### src/rtl/divider.sv
// Sequential unsigned WIDTH/WIDTH restoring divider, one quotient bit per clock.
// Result is packed {remainder, quotient} and held until the next division completes.
module divider #(
  parameter int unsigned WIDTH = 32,
  parameter logic [5:0]  DIVU  = 6'b011011
) (
  input  logic               clk,
  input  logic               reset,
  input  logic [WIDTH-1:0]   dataA,
  input  logic [WIDTH-1:0]   dataB,
  input  logic [5:0]         Signal,
  output logic [2*WIDTH-1:0] dataOut,
  output logic               busy,
  output logic               done,
  output logic               divZero
);

  localparam int unsigned CW = $clog2(WIDTH) + 1;

  typedef enum logic [1:0] {IDLE, CALC, DONE} state_t;

  state_t           state, state_n;
  logic [WIDTH-1:0] rem, rem_n;
  logic [WIDTH-1:0] quot, quot_n;
  logic [WIDTH-1:0] divisor;
  logic [CW-1:0]    count;
  logic [WIDTH:0]   shifted, diff;
  logic             start, last;

  assign start = (state == IDLE) && (Signal == DIVU);
  assign last  = (count == CW'(WIDTH - 1));

  // A non-negative trial difference is always below the divisor, so the
  // remainder never needs its extra top bit once stored.
  always_comb begin
    shifted = {rem, quot[WIDTH-1]};
    diff    = shifted - {1'b0, divisor};
    if (!diff[WIDTH]) begin
      rem_n  = diff[WIDTH-1:0];
      quot_n = {quot[WIDTH-2:0], 1'b1};
    end else begin
      rem_n  = shifted[WIDTH-1:0];
      quot_n = {quot[WIDTH-2:0], 1'b0};
    end
  end

  always_ff @(posedge clk or posedge reset) begin
    if (reset) state <= IDLE;
    else       state <= state_n;
  end

  always_comb begin
    state_n = state;
    busy    = 1'b0;
    done    = 1'b0;
    case (state)
      IDLE: if (start) state_n = (dataB == '0) ? DONE : CALC;
      CALC: begin
        busy = 1'b1;
        if (last) state_n = DONE;
      end
      DONE: begin
        done    = 1'b1;
        state_n = IDLE;
      end
      default: state_n = IDLE;
    endcase
  end

  always_ff @(posedge clk or posedge reset) begin
    if (reset) begin
      dataOut <= '0;
      divZero <= 1'b0;
      rem     <= '0;
      quot    <= '0;
      divisor <= '0;
      count   <= '0;
    end else begin
      case (state)
        IDLE: begin
          if (start) begin
            if (dataB == '0) begin
              dataOut <= {dataA, {WIDTH{1'b1}}};
              divZero <= 1'b1;
            end else begin
              quot    <= dataA;
              divisor <= dataB;
              rem     <= '0;
              count   <= '0;
              divZero <= 1'b0;
            end
          end
        end
        CALC: begin
          rem   <= rem_n;
          quot  <= quot_n;
          count <= count + 1'b1;
          if (last) dataOut <= {rem_n, quot_n};
        end
        default: ;
      endcase
    end
  end

endmodule

### config.mk
export PLATFORM = sky130hd
export DESIGN_NAME = divider
export DESIGN_NICKNAME = d
export VERILOG_FILES = /design/src/rtl/divider.sv
export SDC_FILE = /design/constraint.sdc
export NUM_CORES = 1
export LEC_CHECK = 0
export ABC_AREA = 1
export CELL_PAD_IN_SITES_DETAIL_PLACEMENT = 1
export CELL_PAD_IN_SITES_GLOBAL_PLACEMENT = 2
export CORE_ASPECT_RATIO = 1.1
export CORE_MARGIN = 3
export CORE_UTILIZATION = 35
export CTS_CLUSTER_DIAMETER = 120
export DETAILED_ROUTE_END_ITERATION = 10
export PLACE_DENSITY = 0.9
export SLEW_MARGIN = 20
export SYNTH_ARGS = -nofsm -noshare
export SYNTH_HDL_FRONTEND = slang
export SYNTH_SLANG_ARGS = --single-unit
export TNS_END_PERCENT = 5
### constraint.sdc
create_clock -name clk -period 13.3 [get_ports clk]
set_clock_uncertainty 0.15 [all_clocks]
set_input_delay 2.66 -clock clk [delete_from_list [all_inputs] [get_ports clk]]
set_output_delay 2.66 -clock clk [all_outputs]
set_load 0.05 [all_outputs]
==> results of run 1 <==
==> cells in the mapped netlist, types with 2 or more instances <==
| cell type | number |
|---|---|
| a31oi_1 | 32 |
| nand2_4 | 6 |
| buf_2 | 15 |
| and2_1 | 5 |
| buf_6 | 5 |
| xor2_1 | 17 |
| a21o_1 | 2 |
| nor2_4 | 2 |
| buf_8 | 2 |
| nor2_2 | 4 |
| clkbuf_1 | 19 |
| nand3_2 | 87 |
| inv_2 | 15 |
| inv_1 | 265 |
| o21ai_0 | 35 |
| ha_1 | 33 |
| nand2_8 | 2 |
| nor2_1 | 110 |
| nor4_1 | 2 |
| or2_0 | 32 |
| a211oi_1 | 31 |
| nand3b_1 | 2 |
| a21oi_1 | 46 |
| o22ai_1 | 2 |
| nor3_1 | 14 |
| nand2_1 | 388 |
| a21oi_2 | 3 |
| nand4_1 | 9 |
| buf_4 | 7 |
| nand3_1 | 68 |
| dfrtp_1 | 169 |
| nand2_2 | 9 |
| buf_12 | 4 |
==> per-stage QoR <==
| step | cells | hold slack, ns | power (W) |
|---|---|---|---|
| final | 1995 | 0.3942 | 0.003250 |
| after global routing | 1995 | 0.4224 | 0.003506 |
| after CTS | 1995 | 0.3975 | 0.003280 |
| after detailed placement | 1963 | 0.3870 | 0.002791 |
| after global placement | 1963 | 0.3594 | 0.002737 |
| after floorplan | 1456 | 0.3348 | 0.002253 |
==> state kept, by name, summed over array words and instances, names as in the netlist <==
signal / count
rem: 32
divisor: 32
count: 6
divZero: 1
state: 2
dataOut: 64
quot: 32
==> how the worst max path moves through the flow <==
| stage | startpoint | end | slack (ns) |
|---|---|---|---|
| 2_1_floorplan | reset | count[0] | 5.91 |
| 3_3_place_gp | dataB[17] | dataOut[49] | 7.56 |
| 3_5_place_dp | dataB[17] | dataOut[35] | 7.44 |
| 4_1_cts | state[1] | busy | 7.87 |
| 5_1_grt | dataB[17] | dataOut[7] | 7.66 |
| 6_report | state[1] | busy | 7.85 |
==> report_power, final <==
group	switching [W]	total, W	internal, W	leakage, nW
Combinational	0.00131	0.00189	0.000582	4.39
Clock	0.000227	0.000479	0.000252	0.269
Sequential	0.000144	0.000881	0.000736	1.94
==> area by class of cell <==
| type | instances | area (um2) | area share [%] |
|---|---|---|---|
| inverters | 281 | 1062 | 8.114 |
| multi-input cells | 953 | 5279 | 40.32 |
| clock buffers | 20 | 456.7 | 3.488 |
| clock inverters | 12 | 93.84 | 0.7167 |
| flip-flops and latches | 169 | 4229 | 32.30 |
| repair buffers | 146 | 1454 | 11.10 |
| well taps | 414 | 518.0 | 3.956 |
==> kinds of logic after synthesis <==
family	Yosys count
and+or+nand+nor	744
buffers and inverters	334
DFF	169
AOI/OAI and AO/OA	156
adders and majority gates	34
xor gates and xnor gates	18
muxes	1
==> routing by layer <==
metal	wire length [um]	track usage [%]	up-vias
li1	-	-	4757
met4	525	4.950	0
met1	15450	27.31	4663
met2	16020	34.43	150
met3	1049	2.880	33
met5	0	0	-
==> worst reg2reg max path: cells and delay by family (launching register included) <==
| kind | cells | cell delay, ns |
|---|---|---|
| AND/OR/NAND/NOR | 4 | 0.71 |
| flip-flops | 1 | 0.46 |
| AO/OA/AOI/OAI | 2 | 0.23 |
| buffers and inverters | 6 | 1.43 |
==> metrics.cfg, run 1 <==
[critical_path]
crit_required_ns = 10.49
worstReg2RegEnd = dataOut[42]
r2r_setup_slack_ns = 10.23
worstPathCellList = nor2_4 -> buf_12 -> clkdlybuf4s50_1
critPathBufInv = 2
worst_setup_path_start_kind = flop
cp.arrival_ns = 2.64
critPathTopFamily = buffers and inverters
worstReg2RegStart = state[1]
cp-end-kind = primary output
cpPeakStageDelay_ns = 0.94
reg2reg_depth = 12
cp.depth = 3
critPathSlowestCell = clkdlybuf4s50_1
path_class = flop to primary output
worstPathMaxFanout = 133

[floorplan]
dieArea_um2 = 33380
core_area_um2 = 30600
die_y_um = 191.3
row_count = 67
ios = 139
start_util_pct = 35.71
fp.dieW_um = 174.5

[sta]
setup_slack_ns = 7.846
slew_viol_final = 0
finalSetupViolCount = 0
max_slew_margin_pct = 28.28
fin_tns_setup_ns = 0
hold_viol = 0
finalCritPeriodShare_pct = 41.01
rsz0062_at_grt = false
worstMarginPinSlew_ns = 1.076
max_freq_mhz = 183.4
min_period_ns = 5.454

[grt]
antenna_found_initial = 0
grt_overflow_total = 0
grt_usage_pct = 20.25
grt_pass1_wl_um = 54000
grt_max_degree = 134
grt_pass1_vias = 10050

[clock_tree]
hold_buffers = 0
path_clk_slew_ns = 0.06
cts_tree = built
clockRootBuffer = clkbuf_16
cts.sinks = 169
cts.path.max_buffers = 2
cts-htree-levels = 4
post_cts_buffers = 0
insertion_delay_ns = 0.45
cts_buffers = 17
cts_resized = 0

[place]
preCtsSetupSlack_ns = 7.443
post-dp-hpwl_um = 25370
port_buffers = 138
placed_area_um2 = 12540
gp_congestion = 0.8586

[yosys]
synth_top_family_by_area = simple AND/OR/NAND/NOR gates
ys_ff_latch = 169
synth_fa_ha_area_share_pct = 3.962
avgSynthCellArea_um2 = 7.505
seq_area_frac_synth_pct = 38.70
synth-xor-area-share_pct = 1.443
muxShareOfSynthArea_pct = 0.1030
synth_cells = 1456
netlist_area_um2 = 10930
syn-num-nets = 1562
async_reset_ff_share_pct = 100.0
yosys_warnings = 0
synth_top_area_share_pct = 38.70
ys.flop_type = dfrtp_1
synth-simple-area-share_pct = 34.04
synth-compound-area-share_pct = 8.667
netlist-cell-type-count = 47
synth-edff-count = 0
synthTopCellsByArea = dfrtp_1 39%, nand2_1 13%, inv_1 9.1%, nand3_2 8.0%, ha_1 3.8%
synth_top_area_cell = dfrtp_1

[layout]
fillers = 3826
nets = 1674
final_cell_mix = 387 x nand2_1, 264 x inv_1, 169 x dfrtp_1
final_area_um2 = 13090
drive_above_1_share_pct = 11.20
final_core_util_pct = 42.79
diodes = 0
area_delta_synth_final_pct = 19.81
final_common_cell = nand2_1

[worst_hold_path]
holdCritStartpoint = divZero
holdPathEnd = divZero
hp-class = flop to flop
holdPathStages = 2

[power]
p_leak_nw = 6.601
power_density_nw_per_um2 = 248.3
ir_drop_uv = 107.7

[detailed_routing]
ant_nets = 0
vias = 9603
drt_wl_total_um = 33050
firstDrtPassIters = 5
wl_per_cell_um = 16.56
drc = 0
via_per_inst = 4.814
drtIter0Drc = 620

[status]
status = finished, final reports clean

[run]
max_cap_violations = 0

No activity file was read; power rests on OpenSTA's default activity.
==> run 2, diff against run 1 <==
- CORE_UTILIZATION: 35 -> 29
- PLACE_DENSITY: 0.9 -> 0.8
- clock period: 13.3 -> 4.5 ns (I/O delays scaled with it)
==> run 2 against run 1 <==
Against the previous run: non-clock buffer count up 3; cell count up 3.8%; largest power group unchanged; critical path depth up 9; combinational power rose to 3.0 times the previous value; critical endpoint is now dataOut[46]; first-iteration DRC count down 31%.
==> metrics.cfg, run 2 (same netlist as run 1, synthesis figures left out) <==
[layout]
final_common_cell = nand2_1
final_cell_mix = 387 x nand2_1, 264 x inv_1, 169 x dfrtp_1
nets = 1677  ; +0.18%
fillers = 4495  ; +17%
final_area_um2 = 13310  ; +1.7%
diodes = 0  ; unchanged
top_register = dataOut
area_delta_synth_final_pct = 21.82
largest_register_ff_count = 64  ; unchanged
drive_above_1_share_pct = 11.18  ; -0.014 points

[place]
gp_congestion = 0.8478  ; -1.3%
post-dp-hpwl_um = 27200  ; +7.2%
port_buffers = 138  ; unchanged
placed_area_um2 = 12700  ; +1.3%

[run]
max_cap_violations = 0  ; unchanged

[critical_path]
path_class = input port to flop
cp.arrival_ns = 3.36  ; +0.72 ns
worstPathMaxFanout = 87  ; -35%
worst_setup_path_start_kind = input port
r2r_setup_slack_ns = 1.62  ; -8.61 ns
reg2reg_depth = 17  ; +5
cp-end-kind = flop
crit_required_ns = 4.73  ; -5.76 ns

[grt]
grt_pass1_vias = 10030  ; -0.22%
grt_overflow_total = 0  ; unchanged
antenna_found_initial = 0  ; unchanged
grt_max_degree = 98  ; -27%
grt_pass1_wl_um = 55550  ; +2.9%
grt_usage_pct = 17.60  ; -2.7 points

[sta]
fin_tns_setup_ns = 0  ; unchanged
max_freq_mhz = 319.1
slew_viol_final = 0  ; unchanged
rsz0062_at_grt = false
finalCritPeriodShare_pct = 69.64
min_period_ns = 3.134
worstMarginPinSlew_ns = 0.7859  ; -0.2899 ns
max_slew_margin_pct = 47.48  ; +19 points
finalSetupViolCount = 0  ; unchanged
hold_viol = 0  ; unchanged

[status]
status = finished, final reports clean

[clock_tree]
post_cts_buffers = 0  ; unchanged
clockRootBuffer = clkbuf_16
cts_buffers = 17  ; unchanged
hold_buffers = 0  ; unchanged
path_clk_slew_ns = 0.07  ; about the same
cts-htree-levels = 4  ; unchanged
cts.path.max_buffers = 2  ; unchanged
insertion_delay_ns = 0.44  ; about the same
cts_tree = built
cts.sinks = 169  ; unchanged
cts_resized = 0  ; unchanged

[detailed_routing]
drc = 0  ; unchanged
drtIter0Drc = 426  ; -31%
ant_nets = 0  ; unchanged
firstDrtPassIters = 5  ; unchanged
vias = 9509  ; -0.98%
drt_wl_total_um = 34740  ; +5.1%
via_per_inst = 4.594  ; -4.6%
wl_per_cell_um = 16.78  ; +1.3%

[floorplan]
core_area_um2 = 36630  ; +20%
ios = 139  ; unchanged
die_y_um = 209.6  ; +9.5%
fp.dieW_um = 191.1  ; +9.5%
start_util_pct = 29.84  ; -5.9 points
row_count = 73  ; +9.0%
dieArea_um2 = 40050  ; +20%

[worst_hold_path]
hp-class = flop to flop
holdPathStages = 2  ; unchanged

[power]
p_leak_nw = 6.650  ; +0.75%
power_density_nw_per_um2 = 738.1  ; +200%
ir_drop_uv = 284.2  ; +160%

==> run 2: changes by cell type in the layout (fill, tap and decap cells not counted) <==
cell and change:
buf_12 +4, buf_4 -1, bufinv_16 +4, clkbuf_1 +2
clkbuf_8 -2, clkinv_2 -1, clkinv_4 -3, clkinvlp_4 +1
inv_6 -1, inv_8 -1
==> run 2: final timing paths <==
kind | startpoint | end
hold reg to reg | divZero | divZero
hold / removal | divZero | divZero
min in group asynchronous | reset | dataOut[14]
setup reg to reg | quot[31] | dataOut[62]
setup / recovery | dataB[17] | dataOut[46]
max in group asynchronous | reset | count[0]
==> run 2: layer usage <==
layer	vias up	share of wire (%)	GRT usage (%)
met5	-	0	0
met4	0	1.7	4.480
met3	19	3.0	2.355
met2	126	49	30.14
met1	4598	47	23.44
li1	4766	-	-
==> run 2: report_power, final <==
| part | switching (W) | internal, W | total, W |
|---|---|---|---|
| clock network | 0.000639 | 0.000929 | 0.00157 |
| registers | 0.000429 | 0.00218 | 0.00261 |
| logic | 0.00391 | 0.00174 | 0.00565 |
==> run 2: metrics by stage <==
stage	worst slack (ns)	hold slack (ns)	power (W)	util [%]	std cells
4_1_cts	1.320	0.3825	0.009958	36.35	2070
6_report	1.366	0.3790	0.009826	36.35	2070
3_5_place_dp	0.8979	0.3681	0.008333	34.69	2039
5_1_grt	1.088	0.3941	0.01060	36.35	2070
2_1_floorplan	1.295	0.3348	0.006659	-	1456
3_3_place_gp	0.9120	0.3578	0.008214	34.69	2039
==> run 2: worst max-delay path, cell delays in order <==
cell             delay, ns
clkdlybuf4s50_1       0.41
nor2_1                0.11
nand2_1               0.06
nor3_1                0.18
nand3b_1              0.27
nor2_2                0.35
o21ai_4               0.17
inv_2                 0.20
buf_12                0.32
or2_0                 0.16
nand2_1               0.06
inv_1                 0.06
==> run 2: cell type report <==
| type | count | area [um2] | area share [%] |
|---|---|---|---|
| multi-input cells | 953 | 5279 | 39.65 |
| flip-flops and latches | 169 | 4229 | 31.77 |
| repair buffers | 149 | 1526 | 11.47 |
| inverters | 281 | 1061 | 7.970 |
| well taps | 487 | 609.3 | 4.577 |
| clock buffers | 20 | 436.7 | 3.280 |
| clock inverters | 11 | 171.4 | 1.288 |
